### config.mk
export PLATFORM = sky130hd
export DESIGN_NAME = time_keeper
export DESIGN_NICKNAME = d
export VERILOG_FILES = /design/src/rtl/clock_pkg.sv /design/src/rtl/bcd_mod_counter.sv /design/src/rtl/time_keeper.sv
export SDC_FILE = /design/constraint.sdc
export NUM_CORES = 1
export LEC_CHECK = 0
export ABC_AREA = 1
export ABC_CLOCK_PERIOD_IN_PS = 1300
export BUFFER_PORTS_ARGS = -buffer_cell sky130_fd_sc_hd__buf_2
export CORE_UTILIZATION = 50
export DETAILED_ROUTE_END_ITERATION = 12
export PLACE_DENSITY = 0.79
export SETUP_SLACK_MARGIN = 0.2
export SYNTH_ARGS = -nofsm -noshare
export SYNTH_HDL_FRONTEND = slang
export SYNTH_SLANG_ARGS = --single-unit
### constraint.sdc
create_clock -name clk -period 1.3 [get_ports clk]
set_input_delay 0.195 -clock clk [delete_from_list [all_inputs] [get_ports clk]]
set_output_delay 0.195 -clock clk [all_outputs]
set_load 0.01 [all_outputs]
### src/rtl/clock_pkg.sv
// Shared types and limits for the digital clock timekeeping core.
// Exports: state_e (RUN/SET_HR/SET_MIN), FIELD_W, HR_MAX, MS_MAX.
package clock_pkg;

  typedef enum logic [1:0] {
    ST_RUN     = 2'd0,
    ST_SET_HR  = 2'd1,
    ST_SET_MIN = 2'd2
  } state_e;

  localparam int FIELD_W = 8;

  localparam logic [FIELD_W-1:0] HR_MAX = 8'h23;
  localparam logic [FIELD_W-1:0] MS_MAX = 8'h59;

  // Next value of a 2-digit BCD field, wrapping to 00 after max.
  function automatic logic [FIELD_W-1:0] bcd_next(
    input logic [FIELD_W-1:0] q,
    input logic [FIELD_W-1:0] max
  );
    logic [FIELD_W-1:0] r;
    if (q == max)
      r = '0;
    else if (q[3:0] == 4'd9)
      r = {q[7:4] + 4'd1, 4'd0};
    else
      r = {q[7:4], q[3:0] + 4'd1};
    return r;
  endfunction

endpackage

### src/rtl/bcd_mod_counter.sv
// Two-digit packed-BCD counter 00..MAX with clear, increment and wrap.
// Ports: clk, rst_n, i_inc, i_clr, o_q (BCD value), o_carry (inc at MAX).
module bcd_mod_counter
  import clock_pkg::*;
#(
  parameter logic [FIELD_W-1:0] MAX = MS_MAX
) (
  input  logic               clk,
  input  logic               rst_n,
  input  logic               i_inc,
  input  logic               i_clr,
  output logic [FIELD_W-1:0] o_q,
  output logic               o_carry
);

  logic [FIELD_W-1:0] r_q;

  always_ff @(posedge clk or negedge rst_n) begin
    if (!rst_n)
      r_q <= '0;
    else if (i_clr)
      r_q <= '0;
    else if (i_inc)
      r_q <= bcd_next(r_q, MAX);
  end

  assign o_q     = r_q;
  assign o_carry = i_inc & (r_q == MAX);

endmodule

### src/rtl/time_keeper.sv
// HH:MM:SS BCD timekeeper with hour/minute set mode, auto-repeat and blink.
// Ports: clk, rst_n, tick_1hz/5hz, btn_mode/inc/inc_lvl -> hours, minutes, seconds, blanks, day_tick, set_active.
module time_keeper
  import clock_pkg::*;
#(
  parameter int BLINK_DIV  = 2,
  parameter int REPEAT_DLY = 5
) (
  input  logic               clk,
  input  logic               rst_n,
  input  logic               tick_1hz,
  input  logic               tick_5hz,
  input  logic               btn_mode,
  input  logic               btn_inc,
  input  logic               btn_inc_lvl,
  output logic [FIELD_W-1:0] hours,
  output logic [FIELD_W-1:0] minutes,
  output logic [FIELD_W-1:0] seconds,
  output logic               blank_hr,
  output logic               blank_min,
  output logic               day_tick,
  output logic               set_active
);

  localparam int RW = $clog2(REPEAT_DLY + 1);
  localparam int BW = $clog2(BLINK_DIV + 1);

  state_e r_state;
  state_e w_state_nxt;

  logic [RW-1:0] r_rep_cnt;
  logic [RW-1:0] w_rep_cnt_nxt;
  logic [BW-1:0] r_blink_cnt;
  logic [BW-1:0] w_blink_cnt_nxt;
  logic          r_phase;
  logic          w_phase_nxt;

  logic r_blank_hr;
  logic r_blank_min;
  logic r_day_tick;
  logic r_set_active;

  logic w_set;
  logic w_rep_fire;
  logic w_inc_req;
  logic w_run_tick;
  logic w_sec_clr;
  logic w_sec_co;
  logic w_min_co;
  logic w_hr_co;
  logic w_min_inc;
  logic w_hr_inc;

  always_ff @(posedge clk or negedge rst_n) begin
    if (!rst_n)
      r_state <= ST_RUN;
    else
      r_state <= w_state_nxt;
  end

  always_comb begin
    w_state_nxt = r_state;
    if (btn_mode) begin
      unique case (r_state)
        ST_RUN:     w_state_nxt = ST_SET_HR;
        ST_SET_HR:  w_state_nxt = ST_SET_MIN;
        ST_SET_MIN: w_state_nxt = ST_RUN;
        default:    w_state_nxt = ST_RUN;
      endcase
    end
  end

  assign w_set      = (r_state != ST_RUN);
  assign w_rep_fire = w_set & btn_inc_lvl & tick_5hz &
                      (r_rep_cnt == RW'(REPEAT_DLY));
  // A mode press takes priority; button and repeat merge into one step.
  assign w_inc_req  = w_set & ~btn_mode & (btn_inc | w_rep_fire);
  assign w_run_tick = (r_state == ST_RUN) & tick_1hz;
  assign w_sec_clr  = (r_state == ST_SET_MIN) & btn_mode;

  // Carries only exist in RUN; set-mode wraps stay within the field.
  assign w_min_inc = w_sec_co |
                     (w_inc_req & (r_state == ST_SET_MIN));
  assign w_hr_inc  = (w_sec_co & w_min_co) |
                     (w_inc_req & (r_state == ST_SET_HR));

  always_comb begin
    w_rep_cnt_nxt = r_rep_cnt;
    if (!w_set || !btn_inc_lvl || btn_mode)
      w_rep_cnt_nxt = '0;
    else if (tick_5hz && r_rep_cnt != RW'(REPEAT_DLY))
      w_rep_cnt_nxt = r_rep_cnt + RW'(1);
  end

  always_comb begin
    w_blink_cnt_nxt = r_blink_cnt;
    w_phase_nxt     = r_phase;
    if (!w_set || btn_mode || w_inc_req) begin
      w_blink_cnt_nxt = '0;
      w_phase_nxt     = 1'b0;
    end else if (tick_5hz) begin
      if (r_blink_cnt == BW'(BLINK_DIV - 1)) begin
        w_blink_cnt_nxt = '0;
        w_phase_nxt     = ~r_phase;
      end else begin
        w_blink_cnt_nxt = r_blink_cnt + BW'(1);
      end
    end
  end

  always_ff @(posedge clk or negedge rst_n) begin
    if (!rst_n) begin
      r_rep_cnt    <= '0;
      r_blink_cnt  <= '0;
      r_phase      <= 1'b0;
      r_blank_hr   <= 1'b0;
      r_blank_min  <= 1'b0;
      r_day_tick   <= 1'b0;
      r_set_active <= 1'b0;
    end else begin
      r_rep_cnt    <= w_rep_cnt_nxt;
      r_blink_cnt  <= w_blink_cnt_nxt;
      r_phase      <= w_phase_nxt;
      r_blank_hr   <= (w_state_nxt == ST_SET_HR) & w_phase_nxt;
      r_blank_min  <= (w_state_nxt == ST_SET_MIN) & w_phase_nxt;
      r_day_tick   <= w_sec_co & w_min_co & w_hr_co;
      r_set_active <= (w_state_nxt != ST_RUN);
    end
  end

  bcd_mod_counter #(.MAX(MS_MAX)) u_sec (
    .clk     (clk),
    .rst_n   (rst_n),
    .i_inc   (w_run_tick),
    .i_clr   (w_sec_clr),
    .o_q     (seconds),
    .o_carry (w_sec_co)
  );

  bcd_mod_counter #(.MAX(MS_MAX)) u_min (
    .clk     (clk),
    .rst_n   (rst_n),
    .i_inc   (w_min_inc),
    .i_clr   (1'b0),
    .o_q     (minutes),
    .o_carry (w_min_co)
  );

  bcd_mod_counter #(.MAX(HR_MAX)) u_hr (
    .clk     (clk),
    .rst_n   (rst_n),
    .i_inc   (w_hr_inc),
    .i_clr   (1'b0),
    .o_q     (hours),
    .o_carry (w_hr_co)
  );

  assign blank_hr   = r_blank_hr;
  assign blank_min  = r_blank_min;
  assign day_tick   = r_day_tick;
  assign set_active = r_set_active;

endmodule

==> impl_metrics.toml <==
[timing]
fin_ws_ns = -0.1821
finalClockSkew_ns = 0.007197
rsz0062_at_grt = "yes"
timing.max_slew.rel_slack_pct = 77.45
slew_viol_final = 0
min_period_over_period_pct = 114.0
fin_crit_ns = 1.482
hold_slack_ns = 0.2055
fmax_mhz = 674.7
final_hold_viol_count = 0
worstMarginPinSlew_ns = 0.3355
finalSetupViolations = 32

[place]
place.detailed.hpwl_microns = 3372
dpl_worst_slack_ns = -0.2581
placed_cell_area_sq_um = 2613
io_buffer_count = 34
place.gp.congestion = 0.8036

[power_and_ir_drop]
switchingPower_w = 0.001604
power_leakage_nw = 1.723
p_comb_share_pct = 46.2
switching_share_pct = 36.23
pwr-share-seq_pct = 33.8
power_frac_clock_pct = 20.0
peakVddDrop_v = 0.0009190
p_per_area_nw_per_um2 = 1337
p_int_w = 0.002823

[finish]
diodes = 0
finalNetCount = 358
final_cell_mix = "buf_6, buf_4, nand2_1"
final_layout_size_suffix_gt1_share_pct = 51.78
final_common_cell = "buf_6"
multi_input_comb_area_sq_um = 1287
postLayoutCellArea_sq_um = 3311
regArea_sq_um = 909.6
syn2layout_area_growth_pct = 65.38
fill_cells = 165

[route]
ant_nets = 0
drcViolationCount = 0
via_count = 2171
dr.pass1.iters = 4
avgRoutedWirePerCell_microns = 18.14
postRouteWirelength_microns = 7003
drt_iter0_drc = 159
avgViaCountPerCell = 5.624

[critical_path]
worstSetupEndpointType = "register"
r2r-start = "r_rep_cnt[1]"
critPathLaunchType = "register"
slowest_stage = "dfrtp_1"
rr_endpoint = "u_hr.o_q[4]"
critical_path_class = "reg2reg"
path_cells = "inv_1, ha_2, nand2_2, inv_2, nand3_2, nand2_4, nand3_4, nand2_8, buf_6, nand3_1, nand2_1"
ff2ff_path_depth = 11
arrival_ns = 1.71
max_stage_delay_ns = 0.39
path_delay_family = "simple AND/OR/NAND/NOR gates"
path_buf_inv = 3
worstPathMaxFanout = 6
cp.required_ns = 1.53
rrSetupSlack_ns = -0.18

[clocking]
htreeDepth = 2
clk_latency_ns = 0.29
clkTransAtPathRegs_ns = 0.07
numCtsBuffers = 5
cts_root_buf = "clkbuf_8"
tritoncts = "built"
clockBufferDepth = 2
clock_sinks = 36

[synthesis]
yosysWarnings = 0
ys_ff_latch = 36
synth_cells = 237
synth_area_per_cell_sq_um = 8.447
yosysSeqAreaShare_pct = 45.00
syn_area_sq_um = 2002
synth_fp_nets = 258
synth_cell_types = 28

[die]
num_io_pins = 35
start_util_pct = 53.48
rows = 22
fp.coreArea_sq_um = 3744
dieArea_sq_um = 4261
die_y_microns = 65.28
die_width_microns = 65.28

[status]
violations = "setup timing"
status = "complete, but fails checks"

[grt]
grt_overflow_total = 0
grt_pass1_wl_microns = 9459
antenna_found_initial = 0
grt_pass1_vias = 2100
grt_util_all_layers_pct = 29.79
grt_max_degree = 37

[min_path]
hold_depth = 3
min_from = "btn_inc_lvl"
hp-class = "in2reg"
worst_hold_path.endpoint = "r_rep_cnt[2]"

[job]
max-cap-violations = 0
layer usage:
metal / part of all wire (%) / vias to the layer above / track usage, %
met5: 0 / - / 0
met2: 53 / 118 / 54.90
met1: 36 / 1055 / 33.07
met4: 4.9 / 0 / 11.41
li1: - / 960 / -
met3: 5.7 / 38 / 6.424
power by group through the flow:
| stage | logic, W | clock network, W | registers, W |
|---|---|---|---|
| after global placement | 0.00123 | 0 | 0.00145 |
| after detailed placement | 0.00130 | 0 | 0.00146 |
| after floorplan | 0.000533 | 0 | 0.00159 |
| after global routing | 0.00216 | 0.000931 | 0.00151 |
| final | 0.00205 | 0.000886 | 0.00149 |
| after CTS | 0.00175 | 0.000877 | 0.00148 |
cell usage after synthesis:
master    number  area share, %
a211oi_1       1           0.38
and3_2         1           0.38
nor2_1        30            5.6
xor2_1        11            4.8
o21ai_1        1           0.25
nand4_1        2           0.62
a21oi_1        1           0.25
xnor2_1        1           0.44
dfrtp_1       36             45
mux2i_1        1           0.50
nand2_1       53            9.9
buf_6          2            1.1
inv_2          4           0.75
nor2_4         1           0.56
nand3_1       27            6.8
inv_1         25            4.7
nor3_1         2           0.50
o31ai_1        1           0.38
nand2_2        3           0.94
o21ai_0        8            2.0
ha_1          14            8.8
nand2_4        3            1.7
nand3_2        2            1.0
nor2_2         1           0.31
o22ai_1        2           0.62
nand3b_1       2           0.75
clkinv_1       1           0.19
o21ai_4        1           0.81
cells by family (layout without fill, tap and decap cells):
group	after synthesis	after routing	synth area share, %
adders and majority gates	14	14	8.750
DFF	36	36	45.00
and+or+nand+nor	127	127	29.06
AOI/OAI and AO/OA	15	15	4.688
buffers and inverters	32	133	6.750
xor gates and xnor gates	12	12	5.250
muxes	1	1	0.5000
what timing repair did:
action,in CTS,in global routing
hold buffers,1,0
endpoints found under the setup margin,53,58
pin swaps,21,13
buffers inserted,11,6
resized for setup,75,35
endpoints found under the hold margin,36,0
worst register-to-register path, cell delays in order, from the launching register on:
cell     delay [ns]
dfrtp_1        0.39
inv_1          0.07
ha_2           0.17
nand2_2        0.06
inv_2          0.06
nand3_2        0.07
nand2_4        0.10
nand3_4        0.10
nand2_8        0.12
buf_6          0.12
nand3_1        0.08
nand2_1        0.08
registers in the layout, summed over array words and instances, names as in the netlist, 2 cells and up:
signal,count
u_hr.o_q,8
u_min.o_q,8
u_sec.o_q,8
r_rep_cnt,3
r_blink_cnt,2
r_state,2
how the worst max path moves through the flow:
stage,from,to,slack [ns],cells past startpoint
floorplan,u_sec.o_q[1],u_hr.o_q[2],-0.11,10
CTS,u_sec.o_q[1],u_sec.o_q[6],-0.12,8
finish,r_rep_cnt[1],u_hr.o_q[4],-0.18,11
detailed placement,u_min.o_q[1],u_hr.o_q[1],-0.26,9
global placement,u_sec.o_q[1],u_min.o_q[5],-0.1,9
global route,r_rep_cnt[1],u_min.o_q[0],-0.25,11
layout make-up:
cell class | count | share of cell area [%]
clock buffer | 8 | 3.023
inverter | 30 | 3.553
multi-input combinational | 169 | 38.89
sequential | 36 | 27.48
tap | 48 | 1.814
timing repair buffer | 95 | 25.25
through the flow:
stage / util [%] / instances / setup TNS [ns] / power [W]
after global routing: 88.44 / 386 / -6.128 / 0.004602
final: 88.44 / 386 / -4.003 / 0.004427
after CTS: 83.49 / 380 / -1.859 / 0.004108
after global placement: 69.79 / 360 / -1.751 / 0.002684
after detailed placement: 69.79 / 360 / -3.390 / 0.002759
after floorplan: - / 237 / -1.465 / 0.002125
Note: power is estimated with default switching activity, not from simulation.
